### config.mk
export PLATFORM = sky130hd
export DESIGN_NAME = acess_ctrl_mem_flat
export DESIGN_NICKNAME = d
export VERILOG_FILES = /design/src/rtl/acess_ctrl_mem_if.sv /design/src/rtl/acess_ctrl_mem.sv /design/src/flat_wrapper.sv
export SDC_FILE = /design/constraint.sdc
export NUM_CORES = 1
export LEC_CHECK = 0
export BUFFER_PORTS_ARGS = -buffer_cell sky130_fd_sc_hd__buf_2
export CAP_MARGIN = 20
export CORE_MARGIN = 4
export CORE_UTILIZATION = 50
export DETAILED_ROUTE_END_ITERATION = 10
export MAX_ROUTING_LAYER = met4
export PLACE_DENSITY = 0.65
export SETUP_SLACK_MARGIN = 0.15
export SYNTH_ARGS = -nofsm -noshare
export SYNTH_HDL_FRONTEND = slang
export SYNTH_SLANG_ARGS = --single-unit
### constraint.sdc
create_clock -name clk -period 2.6 [get_ports clk]
set_input_delay 0.26 -clock clk [delete_from_list [all_inputs] [get_ports clk]]
set_output_delay 0.26 -clock clk [all_outputs]
set_load 0.02 [all_outputs]
### src/rtl/acess_ctrl_mem_if.sv
// Keypad/programming port bundle of the multi-password access controller.
// master = keypad/host side, slave = controller side.
interface acess_ctrl_mem_if #(
    parameter int LARGURA      = 8,
    parameter int PROFUNDIDADE = 4,
    parameter int MAX_FALHAS   = 3
);
    localparam int AW = $clog2(PROFUNDIDADE);
    localparam int FW = $clog2(MAX_FALHAS + 1);

    logic               enter;
    logic [LARGURA-1:0] senha_digitada;
    logic               prog_we;
    logic [AW-1:0]      prog_addr;
    logic [LARGURA-1:0] prog_data;
    logic               prog_valid;
    logic               prog_ok;
    logic               resultado;
    logic               negado;
    logic               bloqueado;
    logic [AW-1:0]      indice_match;
    logic [FW-1:0]      falhas;

    modport master (
        output enter, senha_digitada, prog_we, prog_addr, prog_data, prog_valid,
        input  prog_ok, resultado, negado, bloqueado, indice_match, falhas
    );

    modport slave (
        input  enter, senha_digitada, prog_we, prog_addr, prog_data, prog_valid,
        output prog_ok, resultado, negado, bloqueado, indice_match, falhas
    );
endinterface

### src/rtl/acess_ctrl_mem.sv
// Access controller: scans a programmable password table one entry per cycle,
// pulses grant/deny, counts consecutive denials and enforces a timed lockout.
module acess_ctrl_mem #(
    parameter int LARGURA      = 8,
    parameter int PROFUNDIDADE = 4,
    parameter int MAX_FALHAS   = 3,
    parameter int BLOQ_CICLOS  = 50,
    parameter int PULSO_CICLOS = 4,
    parameter int SENHA_PADRAO = 146
) (
    input logic              clk,
    input logic              rst,
    acess_ctrl_mem_if.slave  bus
);
    localparam int AW   = $clog2(PROFUNDIDADE);
    localparam int FW   = $clog2(MAX_FALHAS + 1);
    localparam int CMAX = (BLOQ_CICLOS > PULSO_CICLOS) ? BLOQ_CICLOS : PULSO_CICLOS;
    localparam int CW   = $clog2(CMAX + 1);

    localparam logic [AW-1:0]      LAST_IDX   = AW'(PROFUNDIDADE - 1);
    localparam logic [FW-1:0]      FALHAS_MAX = FW'(MAX_FALHAS);
    localparam logic [CW-1:0]      PULSO_LAST = CW'(PULSO_CICLOS - 1);
    localparam logic [CW-1:0]      BLOQ_LAST  = CW'(BLOQ_CICLOS - 1);
    localparam logic [LARGURA-1:0] SENHA_RST  = LARGURA'(SENHA_PADRAO);

    typedef enum logic [2:0] {
        IDLE,
        SEARCH,
        GRANT,
        DENY,
        LOCKED
    } state_t;

    state_t state, state_n;

    logic                enter_q;
    logic [LARGURA-1:0]  reg_senha;
    logic [LARGURA-1:0]  mem [PROFUNDIDADE];
    logic [PROFUNDIDADE-1:0] mem_vld;
    logic [AW-1:0]       idx;
    logic [AW-1:0]       cmp_idx;
    logic                cmp_vld;
    logic                cmp_hit;
    logic                cmp_last;
    logic [CW-1:0]       cnt;
    logic [FW-1:0]       falhas_q;
    logic [AW-1:0]       indice_q;
    logic                prog_ok_q;

    logic start;
    logic accept;
    logic cnt_done;

    // A start exists only in IDLE; it also blocks a same-cycle table write.
    assign start    = (state == IDLE) && bus.enter && !enter_q;
    assign accept   = (state == IDLE) && bus.prog_we && !start;
    assign cnt_done = (state == LOCKED) ? (cnt == BLOQ_LAST) : (cnt == PULSO_LAST);

    always_ff @(posedge clk or posedge rst) begin
        if (rst) state <= IDLE;
        else     state <= state_n;
    end

    // SEARCH decides on the compare registered one cycle earlier, so a hit at
    // entry i is acted on two cycles after the start edge plus i.
    always_comb begin
        // NOTE: default first so every path assigns state_n and no latch is inferred.
        state_n = state;
        case (state)
            IDLE:    if (start) state_n = SEARCH;
            SEARCH: begin
                if (cmp_vld && cmp_hit)       state_n = GRANT;
                else if (cmp_vld && cmp_last) state_n = DENY;
            end
            GRANT:   if (cnt_done) state_n = IDLE;
            DENY:    if (cnt_done) state_n = (falhas_q == FALHAS_MAX) ? LOCKED : IDLE;
            LOCKED:  if (cnt_done) state_n = IDLE;
            default: state_n = IDLE;
        endcase
    end

    always_ff @(posedge clk or posedge rst) begin
        if (rst) begin
            enter_q   <= 1'b0;
            reg_senha <= '0;
            idx       <= '0;
            cmp_idx   <= '0;
            cmp_vld   <= 1'b0;
            cmp_hit   <= 1'b0;
            cmp_last  <= 1'b0;
            cnt       <= '0;
            falhas_q  <= '0;
            indice_q  <= '0;
            prog_ok_q <= 1'b0;
            // NOTE: the table is small and must come back to its default
            // contents on every reset, so it is built from flops, not a RAM.
            for (int i = 0; i < PROFUNDIDADE; i++) begin
                mem[i]     <= (i == 0) ? SENHA_RST : '0;
                mem_vld[i] <= (i == 0);
            end
        end else begin
            // NOTE: non-blocking everywhere here; every flop sees pre-edge values.
            enter_q   <= bus.enter;
            prog_ok_q <= accept;

            if (accept) begin
                mem[bus.prog_addr]     <= bus.prog_data;
                mem_vld[bus.prog_addr] <= bus.prog_valid;
            end

            if (start) begin
                reg_senha <= bus.senha_digitada;
                idx       <= '0;
                cmp_vld   <= 1'b0;
            end

            if (state == SEARCH) begin
                cmp_vld  <= 1'b1;
                cmp_hit  <= mem_vld[idx] && (mem[idx] == reg_senha);
                cmp_last <= (idx == LAST_IDX);
                cmp_idx  <= idx;
                if (idx != LAST_IDX) idx <= idx + 1'b1;
            end

            if (state_n != state)
                cnt <= '0;
            else if ((state == GRANT || state == DENY || state == LOCKED) && !cnt_done)
                cnt <= cnt + 1'b1;

            if (state == SEARCH && state_n == GRANT) begin
                indice_q <= cmp_idx;
                falhas_q <= '0;
            end else if (state == SEARCH && state_n == DENY && falhas_q != FALHAS_MAX) begin
                falhas_q <= falhas_q + 1'b1;
            end else if (state == LOCKED && cnt_done) begin
                falhas_q <= '0;
            end
        end
    end

    assign bus.resultado    = (state == GRANT);
    assign bus.negado       = (state == DENY);
    assign bus.bloqueado    = (state == LOCKED);
    assign bus.prog_ok      = prog_ok_q;
    assign bus.indice_match = indice_q;
    assign bus.falhas       = falhas_q;
endmodule

### src/flat_wrapper.sv
// flat-port wrapper written by rule: the top's interface ports become plain ports
module acess_ctrl_mem_flat 
#(
    parameter int LARGURA      = 8,
    parameter int PROFUNDIDADE = 4,
    parameter int MAX_FALHAS   = 3,
    parameter int BLOQ_CICLOS  = 50,
    parameter int PULSO_CICLOS = 4,
    parameter int SENHA_PADRAO = 146
)
  (clk, rst, bus_enter, bus_senha_digitada, bus_prog_we, bus_prog_addr, bus_prog_data, bus_prog_valid, bus_prog_ok, bus_resultado, bus_negado, bus_bloqueado, bus_indice_match, bus_falhas);
  acess_ctrl_mem_if #(.LARGURA(LARGURA), .PROFUNDIDADE(PROFUNDIDADE), .MAX_FALHAS(MAX_FALHAS)) bus_i ();
  input logic clk;
  input logic rst;
  input wire logic [$bits(bus_i.enter)-1:0] bus_enter;
  input wire logic [$bits(bus_i.senha_digitada)-1:0] bus_senha_digitada;
  input wire logic [$bits(bus_i.prog_we)-1:0] bus_prog_we;
  input wire logic [$bits(bus_i.prog_addr)-1:0] bus_prog_addr;
  input wire logic [$bits(bus_i.prog_data)-1:0] bus_prog_data;
  input wire logic [$bits(bus_i.prog_valid)-1:0] bus_prog_valid;
  output wire logic [$bits(bus_i.prog_ok)-1:0] bus_prog_ok;
  output wire logic [$bits(bus_i.resultado)-1:0] bus_resultado;
  output wire logic [$bits(bus_i.negado)-1:0] bus_negado;
  output wire logic [$bits(bus_i.bloqueado)-1:0] bus_bloqueado;
  output wire logic [$bits(bus_i.indice_match)-1:0] bus_indice_match;
  output wire logic [$bits(bus_i.falhas)-1:0] bus_falhas;
  assign bus_i.enter = bus_enter;
  assign bus_i.senha_digitada = bus_senha_digitada;
  assign bus_i.prog_we = bus_prog_we;
  assign bus_i.prog_addr = bus_prog_addr;
  assign bus_i.prog_data = bus_prog_data;
  assign bus_i.prog_valid = bus_prog_valid;
  assign bus_prog_ok = bus_i.prog_ok;
  assign bus_resultado = bus_i.resultado;
  assign bus_negado = bus_i.negado;
  assign bus_bloqueado = bus_i.bloqueado;
  assign bus_indice_match = bus_i.indice_match;
  assign bus_falhas = bus_i.falhas;
  acess_ctrl_mem #(.LARGURA(LARGURA), .PROFUNDIDADE(PROFUNDIDADE), .MAX_FALHAS(MAX_FALHAS), .BLOQ_CICLOS(BLOQ_CICLOS), .PULSO_CICLOS(PULSO_CICLOS), .SENHA_PADRAO(SENHA_PADRAO)) u_core (.clk(clk), .rst(rst), .bus(bus_i));
endmodule
==> results.sh <==
export IMPL_fin_setup_tns_ps=0
export IMPL_area_growth_pct=13.5
export IMPL_syn_nets=285
export IMPL_synth_adder_area_share_pct=1.19
export IMPL_worst_ep_arrival_time_ps=2230
export IMPL_final_common_cell="dfrtp_1"
export IMPL_ys_seq_area_share_pct=52.6
export IMPL_synth_compound_area_share_pct=7.23
export IMPL_n_antenna_cell=0
export IMPL_antenna_found_initial=0
export IMPL_swShare_pct=34.5
export IMPL_max_stage_delay_ps=490
export IMPL_die_y_um=87.3
export IMPL_cts_root_buf="clkbuf_8"
export IMPL_cts_num_sinks=66
export IMPL_place_port_buffers=30
export IMPL_grt_pass1_vias=2127
export IMPL_finalCriticalPeriod_ps=2010
export IMPL_ys_types=49
export IMPL_drc_errors=0
export IMPL_htreeDepth=3
export IMPL_crit_chain="nor3_2, and3_1, and3_1, mux2_1"
export IMPL_drt_pre_antenna_iters=4
export IMPL_core_um2=6030
export IMPL_p_switching_mw=1.39
export IMPL_critPathRequiredTime_ps=2820
export IMPL_wl_per_cell_um=15.8
export IMPL_worst_setup_path_type="reg2reg"
export IMPL_drtAntennaViolNets=0
export IMPL_worstHoldPathType="in2reg"
export IMPL_vdd_drop_max_v=0.000523
export IMPL_synth_xor_area_share_pct=4.45
export IMPL_initial_utilization_pct=52.2
export IMPL_fin_crit_sh_pct=77.4
export IMPL_cts_setup_buffers=0
export IMPL_synth_area_um2=3150
export IMPL_grt_pass1_wl_um=10300
export IMPL_synth_top_family_by_area="multiplexers"
export IMPL_comb_power_share_pct=35.4
export IMPL_finClkSkew_ps=4.19
export IMPL_path_buf_inv=0
export IMPL_synth_seq_cells=66
export IMPL_synthSimpleGateAreaFrac_pct=11.2
export IMPL_clkPwrFrac_pct=18.7
export IMPL_drt_total_wl_um=5950
export IMPL_viasPerCell=5.43
export IMPL_gr_total_overflow=0
export IMPL_layout_common_cells="dfrtp_1, nand2_1, mux2_1, buf_2, clkbuf_8"
export IMPL_worstSetupStartpointType="register"
export IMPL_worstSkewPairLatency_ps=340
export IMPL_fp_dieW_um=87.3
export IMPL_die_area_um2=7630
export IMPL_rows=28
export IMPL_crit_family="simple AND/OR/NAND/NOR gates"
export IMPL_synth_edff_count=0
export IMPL_io_pins=31
export IMPL_ys_warn_count=0
export IMPL_grt_max_degree=26
export IMPL_cts_made_buffers=9
export IMPL_crit_slowest_cell="and3_1"
export IMPL_ys_flop_type="dfrtp_1"
export IMPL_outcome="finished clean"
export IMPL_layout_nets=324
export IMPL_synthMuxAreaShare_pct=20.8
export IMPL_slew_headroom_pct=63.8
export IMPL_cts_tree="yes"
export IMPL_path_max_fanout=9
export IMPL_synth_async_reset_ratio_pct=100
export IMPL_cts_resized=0
export IMPL_p_int_mw=2.64
export IMPL_drt_iter0_markers=75
export IMPL_p_per_area_nw_per_um2=1130
export IMPL_cp_common_cell="and3_1"
export IMPL_vias=2048
export IMPL_drive_above_1_share_pct=24.2
export IMPL_rsz0062_at_grt="no"
export IMPL_p_seq_share_pct=45.9
export IMPL_dp_hpwl_um=4230
export IMPL_cts_max_path_buffers=2
export IMPL_hold_violations=0
export IMPL_place_congestion=0.758
export IMPL_setup_viol=0
export IMPL_p_leak_nw=1.66
export IMPL_preCtsSetupSlack_ps=578
export IMPL_syn_mean_instance_area_um2=12.2
export IMPL_end_kind="register"
export IMPL_fmax_ghz=0.497
export IMPL_worst_pin_slew_ps=542
export IMPL_slew_violations=0
export IMPL_fin_ws_ps=588
export IMPL_gr_usage_all_layers_pct=18.4
export IMPL_clk_pin_slew_worst_paths_ps=70
export IMPL_netlist_instances=259
export IMPL_cap_viol_max_count=0
[logic make-up (layout without fill, tap and decap cells)]
group,Yosys count,after routing
simple gates,73,73
flops,66,66
mux,54,54
compound gates,30,30
buf+inv,17,60
xor+xnor,16,16
fa+ha+maj,3,3
[cells in the mapped netlist (2+ instances only)]
cell,instances,area [um^2]
o21ai_1,2,10.0
buf_2,5,25.0
and2_1,2,12.5
clkbuf_1,4,15.0
ha_1,3,37.5
dfrtp_1,62,1550
nor3b_1,2,15.0
mux2i_1,8,80.1
o221ai_1,2,17.5
dfstp_2,4,105
o21ai_0,3,15.0
mux2_2,3,33.8
and3_1,2,12.5
nor2_1,6,22.5
xor2_1,6,52.6
a21oi_1,6,30.0
inv_1,6,22.5
nand2_1,41,154
nand3_1,3,15.0
xnor2_1,10,87.6
mux4_2,4,90.1
mux2_1,38,428
o41ai_1,2,17.5
nor2b_1,4,25.0
a31oi_1,3,18.8
o211ai_1,2,15.0
nor3_1,4,20.0
[final cells by class]
class | instances | area [um^2]
Inverter | 7 | 26.3
Clock inverter | 3 | 15.0
Fill cell | 543 | 2450
Clock buffer | 12 | 155
Multi-Input combinational cell | 176 | 1410
Sequential cell | 66 | 1660
Timing Repair Buffer | 38 | 213
Tap cell | 75 | 93.8
[registers in the layout, indices dropped and copies added (netlist names), 2 cells and up]
name,flops
u_core.state,3
u_core.cnt,6
u_core.mem,32
u_core.cmp_idx,2
u_core.bus.falhas,2
u_core.reg_senha,8
u_core.mem_vld,4
u_core.idx,2
u_core.bus.indice_match,2
[repair_timing]
item | CTS | global route
hold buffers | 1 | 0
hold endpoints to repair | 22 | 0
endpoints found under the setup margin | 0 | 0
[worst register-to-register path: stages (launching register included)]
cell and delay [ps]:
dfrtp_1 440, nor3_2 290, and3_1 300, and3_1 490
mux2_1 380
[metal layers]
| layer | global-route usage [%] | up-vias | wire (um) |
|---|---|---|---|
| li1 | - | 994 | - |
| met1 | 23.6 | 1014 | 2810 |
| met2 | 27.8 | 32 | 2820 |
| met3 | 4.26 | 8 | 219 |
| met4 | 8.51 | 0 | 95 |
| met5 | - | - | 0 |
[worst paths after layout]
check | startpoint | endpoint | slack (ps) | depth (start not counted)
min in group asynchronous | rst | u_core.cnt[4] | 510 | 3
max in group asynchronous | rst | u_core.mem[31] | 1310 | 4
hold / removal | bus_enter | u_core.enter_q | 50 | 1
setup / recovery | u_core.state[2] | u_core.mem_vld[3] | 590 | 4
hold reg to reg | u_core.mem[12] | u_core.mem[12] | 480 | 1
setup reg to reg | u_core.state[2] | u_core.mem_vld[3] | 590 | 4
[power by group through the flow]
| stage | clock network (mW) | logic [mW] | registers (mW) |
|---|---|---|---|
| after global routing | 0.831 | 1.63 | 1.92 |
| after floorplan | 0 | 1.20 | 1.77 |
| after CTS | 0.770 | 1.45 | 1.86 |
| after global placement | 0 | 1.42 | 1.86 |
| after detailed placement | 0 | 1.44 | 1.87 |
| final | 0.753 | 1.43 | 1.85 |
[metrics by stage]
stage                     area [um^2]  instances  power [mW]  hold WS, ps  util [%]
after detailed placement         3390        361        3.32          338      56.3
final                            3570        377        4.03         53.2      59.3
after global routing             3570        377        4.38         37.7      59.3
after floorplan                  3150        259        2.97          291         -
after global placement           3390        361        3.28          331      56.3
after CTS                        3570        377        4.08         40.3      59.3
No activity file was read; power rests on OpenSTA's default activity.
